===== src/rtl/xy_ctrl_pkg.sv =====
// Shared definitions for the X/Y index register sequencer and the
// instruction decoder: command codes, FSM state encoding, the default
// memory-wait bound and the output decode helper.
package xy_ctrl_pkg;

   localparam logic [1:0] CMD_TAX = 2'b00;
   localparam logic [1:0] CMD_TAY = 2'b01;
   localparam logic [1:0] CMD_LDX = 2'b10;
   localparam logic [1:0] CMD_LDY = 2'b11;

   localparam logic [2:0] ST_IDLE     = 3'd0;
   localparam logic [2:0] ST_MEM_WAIT = 3'd1;
   localparam logic [2:0] ST_WRITE    = 3'd2;
   localparam logic [2:0] ST_DONE     = 3'd3;
   localparam logic [2:0] ST_ERROR    = 3'd4;

   localparam int DEFAULT_TIMEOUT = 15;

   typedef enum logic [2:0] {
      IDLE     = ST_IDLE,
      MEM_WAIT = ST_MEM_WAIT,
      WRITE    = ST_WRITE,
      DONE     = ST_DONE,
      ERROR    = ST_ERROR
   } state_t;

   typedef struct packed {
      logic busy;
      logic mem_rd;
      logic x_acc_op;
      logic x_load;
      logic y_acc_op;
      logic y_load;
      logic done;
      logic error;
   } ctrl_out_t;

   // Moore output decode for a given state and latched command.
   function automatic ctrl_out_t out_decode(input state_t st, input logic [1:0] c);
      ctrl_out_t o;
      o        = '0;
      o.busy   = (st != IDLE);
      o.mem_rd = (st == MEM_WAIT);
      o.done   = (st == DONE);
      o.error  = (st == ERROR);
      if (st == WRITE) begin
         case (c)
            CMD_TAX: o.x_acc_op = 1'b1;
            CMD_TAY: o.y_acc_op = 1'b1;
            CMD_LDX: o.x_load   = 1'b1;
            default: o.y_load   = 1'b1;
         endcase
      end
      return o;
   endfunction

   // Smallest counter width able to hold t-1 (at least one bit).
   function automatic int cnt_width(input int t);
      return (t <= 2) ? 1 : $clog2(t);
   endfunction

endpackage


===== src/rtl/wait_timer.sv =====
// Memory-wait timer: down-counter reloaded with TIMEOUT_CYCLES-1 while
// clear is high, decremented while enable is high, saturating at zero.
// Ports:
//   clk, reset (async active-low)
//   clear   : reload the counter
//   enable  : count one wait cycle
//   expired : counter has reached zero (current cycle is the last allowed)
module wait_timer
   import xy_ctrl_pkg::*;
#(
   parameter int TIMEOUT_CYCLES = DEFAULT_TIMEOUT
) (
   input  logic clk,
   input  logic reset,
   input  logic clear,
   input  logic enable,
   output logic expired
);

   localparam int W = cnt_width(TIMEOUT_CYCLES);
   localparam logic [W-1:0] LOAD_VAL = W'(TIMEOUT_CYCLES - 1);

   logic [W-1:0] count;

   always_ff @(posedge clk or negedge reset) begin
      if (!reset) begin
         count <= LOAD_VAL;
      end else if (clear) begin
         count <= LOAD_VAL;
      end else if (enable && (count != '0)) begin
         count <= count - W'(1);
      end
   end

   assign expired = (count == '0);

endmodule


===== src/rtl/xy_reg_ctrl.sv =====
// Sequencer for the X/Y index registers. Takes one transfer command at a
// time (TAX, TAY, LDX, LDY) and drives the acc_op/load strobes of both
// registers; memory loads wait for mem_ready with a bounded timeout.
// Ports:
//   clk, reset (async active-low)
//   start, cmd[1:0]       : command strobe and code from the decoder
//   mem_ready             : memory read data valid
//   busy, mem_rd          : status / memory read request
//   x_acc_op, x_load      : X register strobes
//   y_acc_op, y_load      : Y register strobes
//   done, error           : completion / timeout pulses
//
// state    | meaning
// IDLE     | waiting for start
// MEM_WAIT | memory read requested, waiting for mem_ready
// WRITE    | one strobe to the target register
// DONE     | completion pulse
// ERROR    | memory load timed out, no register write
module xy_reg_ctrl
   import xy_ctrl_pkg::*;
#(
   parameter int TIMEOUT_CYCLES = DEFAULT_TIMEOUT
) (
   input  logic       clk,
   input  logic       reset,
   input  logic       start,
   input  logic [1:0] cmd,
   input  logic       mem_ready,
   output logic       busy,
   output logic       mem_rd,
   output logic       x_acc_op,
   output logic       x_load,
   output logic       y_acc_op,
   output logic       y_load,
   output logic       done,
   output logic       error
);

   state_t     state;
   logic [1:0] cmd_q;
   ctrl_out_t  outs;
   logic       tmr_expired;

   // Timer is held at its reload value everywhere outside MEM_WAIT, so it
   // is already cleared on the first MEM_WAIT cycle.
   wait_timer #(.TIMEOUT_CYCLES(TIMEOUT_CYCLES)) u_wait_timer (
      .clk     (clk),
      .reset   (reset),
      .clear   (state != MEM_WAIT),
      .enable  (state == MEM_WAIT),
      .expired (tmr_expired)
   );

   // Outputs are registered alongside the state transition so they are
   // exactly the decode of the state being entered.
   always_ff @(posedge clk or negedge reset) begin
      if (!reset) begin
         state <= IDLE;
         cmd_q <= CMD_TAX;
         outs  <= '0;
      end else begin
         case (state)
            IDLE: begin
               if (start) begin
                  cmd_q <= cmd;
                  if (cmd[1]) begin
                     state <= MEM_WAIT;
                     outs  <= out_decode(MEM_WAIT, cmd);
                  end else begin
                     state <= WRITE;
                     outs  <= out_decode(WRITE, cmd);
                  end
               end
            end
            MEM_WAIT: begin
               // Ready takes priority over expiry in the last allowed cycle.
               if (mem_ready) begin
                  state <= WRITE;
                  outs  <= out_decode(WRITE, cmd_q);
               end else if (tmr_expired) begin
                  state <= ERROR;
                  outs  <= out_decode(ERROR, cmd_q);
               end
            end
            WRITE: begin
               state <= DONE;
               outs  <= out_decode(DONE, cmd_q);
            end
            default: begin
               state <= IDLE;
               outs  <= '0;
            end
         endcase
      end
   end

   assign busy     = outs.busy;
   assign mem_rd   = outs.mem_rd;
   assign x_acc_op = outs.x_acc_op;
   assign x_load   = outs.x_load;
   assign y_acc_op = outs.y_acc_op;
   assign y_load   = outs.y_load;
   assign done     = outs.done;
   assign error    = outs.error;

endmodule


===== config.mk =====
export PLATFORM = sky130hd
export DESIGN_NAME = xy_reg_ctrl
export DESIGN_NICKNAME = d
export VERILOG_FILES = /design/src/rtl/xy_ctrl_pkg.sv /design/src/rtl/wait_timer.sv /design/src/rtl/xy_reg_ctrl.sv
export SDC_FILE = /design/constraint.sdc
export NUM_CORES = 1
export LEC_CHECK = 0
export ABC_AREA = 1
export BUFFER_PORTS_ARGS = -buffer_cell sky130_fd_sc_hd__buf_2
export CAP_MARGIN = 10
export CORE_MARGIN = 1
export CORE_UTILIZATION = 48
export CTS_CLUSTER_SIZE = 24
export DETAILED_ROUTE_END_ITERATION = 12
export PLACE_DENSITY = 0.72
export SLEW_MARGIN = 5
export SYNTH_ARGS = -nofsm -noshare
export SYNTH_HDL_FRONTEND = slang
export SYNTH_SLANG_ARGS = --single-unit

===== constraint.sdc =====
create_clock -name clk -period 1.3 [get_ports clk]
set_input_delay 0.26 -clock clk [delete_from_list [all_inputs] [get_ports clk]]
set_output_delay 0.26 -clock clk [all_outputs]
set_load 0.1 [all_outputs]

==> results.py <==
metrics = {
    "routing": {
        "vias_per_cell": 5.278,
        "drc": 0,
        "ant_nets": 0,
        "routed_wirelength_um": 1747,
        "vias": 702,
        "drtIter0Drc": 19,
        "wl_met2_um": 886,
        "avgRoutedWirePerCell_um": 13.14,
        "first_pass_iters": 4,
        "routed.top_layer": "met4",
        "met1_length_um": 760,
        "wl_met3_um": 47,
    },
    "logic_synthesis": {
        "yosys-top-cells-count": "26 x nand2_1, 13 x dfrtp_1, 12 x inv_1",
        "yosysMostFrequentCell": "nand2_1",
        "ys_warn_count": 0,
        "synth_edf_count": 0,
        "yosysTopAreaCell": "dfrtp_1",
        "synthFlopType": "dfrtp_1",
        "yosysUniqueCellTypes": 21,
        "synth_nets": 102,
        "synth_top_area_share_pct": 39.45,
        "synth-async-reset-ratio_pct": 100.0,
        "syn_avg_cell_area_sq_um": 8.679,
        "ys_seq_elements": 16,
        "syn-instance-count": 95,
        "syn-cell-area_sq_um": 824.5,
        "seq_area_frac_synth_pct": 49.01,
        "synth_area_leaders": "dfrtp_1 39%, nand2_1 12%, dfstp_2 9.6%",
    },
    "placed_design": {
        "dpl-instance-area_sq_um": 1051,
        "portBuffers": 13,
        "dp_hpwl_um": 1279,
        "place.gp.congestion": 0.7907,
    },
    "worst_setup_path": {
        "path_max_fanout": 8,
        "reg2reg_slack_ns": 0.03,
        "cp.required_ns": 1.53,
        "timing.rr.end": "y_acc_op",
        "cp.arrival_ns": 1.50,
        "cp-startpoint": "error",
        "start_kind": "flip-flop",
        "rr_worst_depth": 7,
        "reg2reg_from": "error",
        "crit_type": "flip-flop to flip-flop",
        "cp-end-kind": "flip-flop",
    },
    "clock_tree": {
        "cts-buffers-inserted": 3,
        "tritoncts": "built",
        "htreeDepth": 1,
        "clk_pin_slew_worst_paths_ns": 0.09,
        "cts_buffer_depth": 2,
        "cts_root_buf": "clkbuf_4",
        "clk_latency_ns": 0.29,
        "cts.sinks": 16,
    },
    "sta": {
        "max_slew_margin_pct": 77.01,
        "worst_slew_pin_slew_ns": 0.3449,
        "rsz0062_at_grt": "true",
        "fin_crit_sh_pct": 97.97,
        "setup_viol": 0,
        "skew_ns": 0.004846,
        "slew_violations": 0,
        "final.setup.tns_ns": 0,
        "final_hold_viol_count": 0,
        "hold_slack_ns": 0.2081,
        "period_needed_ns": 1.274,
        "fmax_mhz": 785.2,
    },
    "power_and_ir_drop": {
        "total_power_mw": 2.929,
        "p_per_area_nw_per_um2": 2583,
        "p_leak_nw": 0.5748,
        "vdd_drop_max_uv": 1702,
    },
    "worst_hold_path": {
        "hold_class": "input pin to flip-flop",
        "whs_endpoint": "cmd_q[0]",
        "min_from": "cmd[0]",
        "hold_depth": 3,
    },
    "global_route": {
        "grt_usage_pct": 21.43,
        "antenna_found_initial": 0,
        "grt_pass1_vias": 671,
        "grt_max_degree": 17,
        "grt_pass1_wl_um": 2863,
        "overflow": 0,
    },
    "die": {
        "start_util_pct": 52.89,
        "top_level_ports": 14,
        "core_area_sq_um": 1559,
        "die_area_sq_um": 1887,
        "die_w_um": 43.45,
        "fp.dieH_um": 43.45,
        "rows": 14,
    },
    "finish": {
        "nets": 125,
        "antenna_cells": 0,
        "area_delta_synth_final_pct": 37.48,
        "fin_area_sq_um": 1134,
        "nFillCells": 119,
        "drive_gt1_share_pct": 33.33,
    },
    "job": {
        "maxCapViolCount": 0,
    },
    "status": {
        "outcome": "complete, no violations",
    },
}
==> routing by layer <==
metal | global-route usage, % | up-vias
met5 | 0 | -
met4 | 13.13 | 0
met3 | 2.500 | 7
met2 | 37.27 | 21
met1 | 25.20 | 325
li1 | - | 349
==> final cells by class <==
type	instances	area [sq um]	share of cell area, %
Clock buffer	4	36.28	3.201
Inverter	14	55.05	4.857
Multi-Input combinational cell	65	387.9	34.22
Sequential cell	16	409.1	36.09
Tap cell	16	20.02	1.766
Timing Repair Buffer	18	225.2	19.87
==> flip-flops by register name, indices dropped and copies added (netlist names) <==
| name | cells |
|---|---|
| u_wait_timer.count | 4 |
| cmd_q | 2 |
| state | 2 |
| busy | 1 |
| done | 1 |
| error | 1 |
| mem_rd | 1 |
| x_acc_op | 1 |
| x_load | 1 |
| y_acc_op | 1 |
| y_load | 1 |
==> where the power goes <==
| group | internal, mW | switching, mW | total, mW |
|---|---|---|---|
| logic | 0.612 | 1.10 | 1.72 |
| clock network | 0.171 | 0.155 | 0.326 |
| registers | 0.693 | 0.193 | 0.886 |
==> metrics by stage <==
step | cells | setup WS (ns) | util [%]
after global placement | 126 | 0.001706 | 67.42
after floorplan | 95 | -0.03366 | -
after detailed placement | 126 | -0.03531 | 67.42
after CTS | 131 | 0.007727 | 70.87
after global routing | 133 | -0.04601 | 72.71
final | 133 | 0.02638 | 72.71
==> placed cells by master (no fill, tap or decap) <==
| master | n |
|---|---|
| a21boi_1 | 1 |
| a21oi_1 | 2 |
| buf_12 | 8 |
| buf_2 | 5 |
| buf_4 | 4 |
| clkbuf_4 | 3 |
| clkbuf_8 | 1 |
| dfrtp_1 | 11 |
| dfrtp_2 | 1 |
| dfrtp_4 | 1 |
| dfstp_2 | 3 |
| dlygate4sd3_1 | 1 |
| ha_2 | 1 |
| inv_1 | 12 |
| inv_2 | 1 |
| inv_4 | 1 |
| nand2_1 | 26 |
| nand2_2 | 1 |
| nand2_4 | 2 |
| nand3_1 | 9 |
| nand3_4 | 3 |
| nand4_1 | 1 |
| nor2_1 | 7 |
| nor2_2 | 1 |
| nor2_4 | 2 |
| nor2_8 | 1 |
| nor3_1 | 1 |
| o211ai_1 | 4 |
| o21ai_0 | 2 |
| o21ai_1 | 1 |
==> kinds of logic after synthesis <==
| logic type | share of synthesized area, % |
|---|---|
| fa+ha+maj | 1.517 |
| compound gates | 7.587 |
| simple gates | 35.51 |
| buf+inv | 6.373 |
| flops | 49.01 |
==> worst max-delay path by stage <==
| stage | to | slack (ns) | cells after the start |
|---|---|---|---|
| after CTS | y_acc_op | 0.008 | 7 |
| final | y_acc_op | 0.03 | 7 |
| after global placement | y_acc_op | 0.002 | 6 |
| after floorplan | x_acc_op | -0.03 | 7 |
| after detailed placement | y_acc_op | -0.04 | 7 |
| after global routing | y_acc_op | -0.05 | 7 |
==> critical path, cell delays in order, from the launching register on <==
cell	delay, ns
dfrtp_4	0.53
inv_4	0.08
nand2_4	0.06
nor2_8	0.17
nand3_4	0.12
nand2_4	0.12
nand2_1	0.06
nand2_1	0.06
==> what timing repair did <==
action                                  4_1_cts  5_1_grt
endpoints found under the setup margin        9        9
pin swaps                                     3        4
hold buffers                                  1        0
setup buffers                                 0        2
resized for setup                             2        3
endpoints found under the hold margin        13        0
Note: power is estimated with default switching activity, not from simulation.
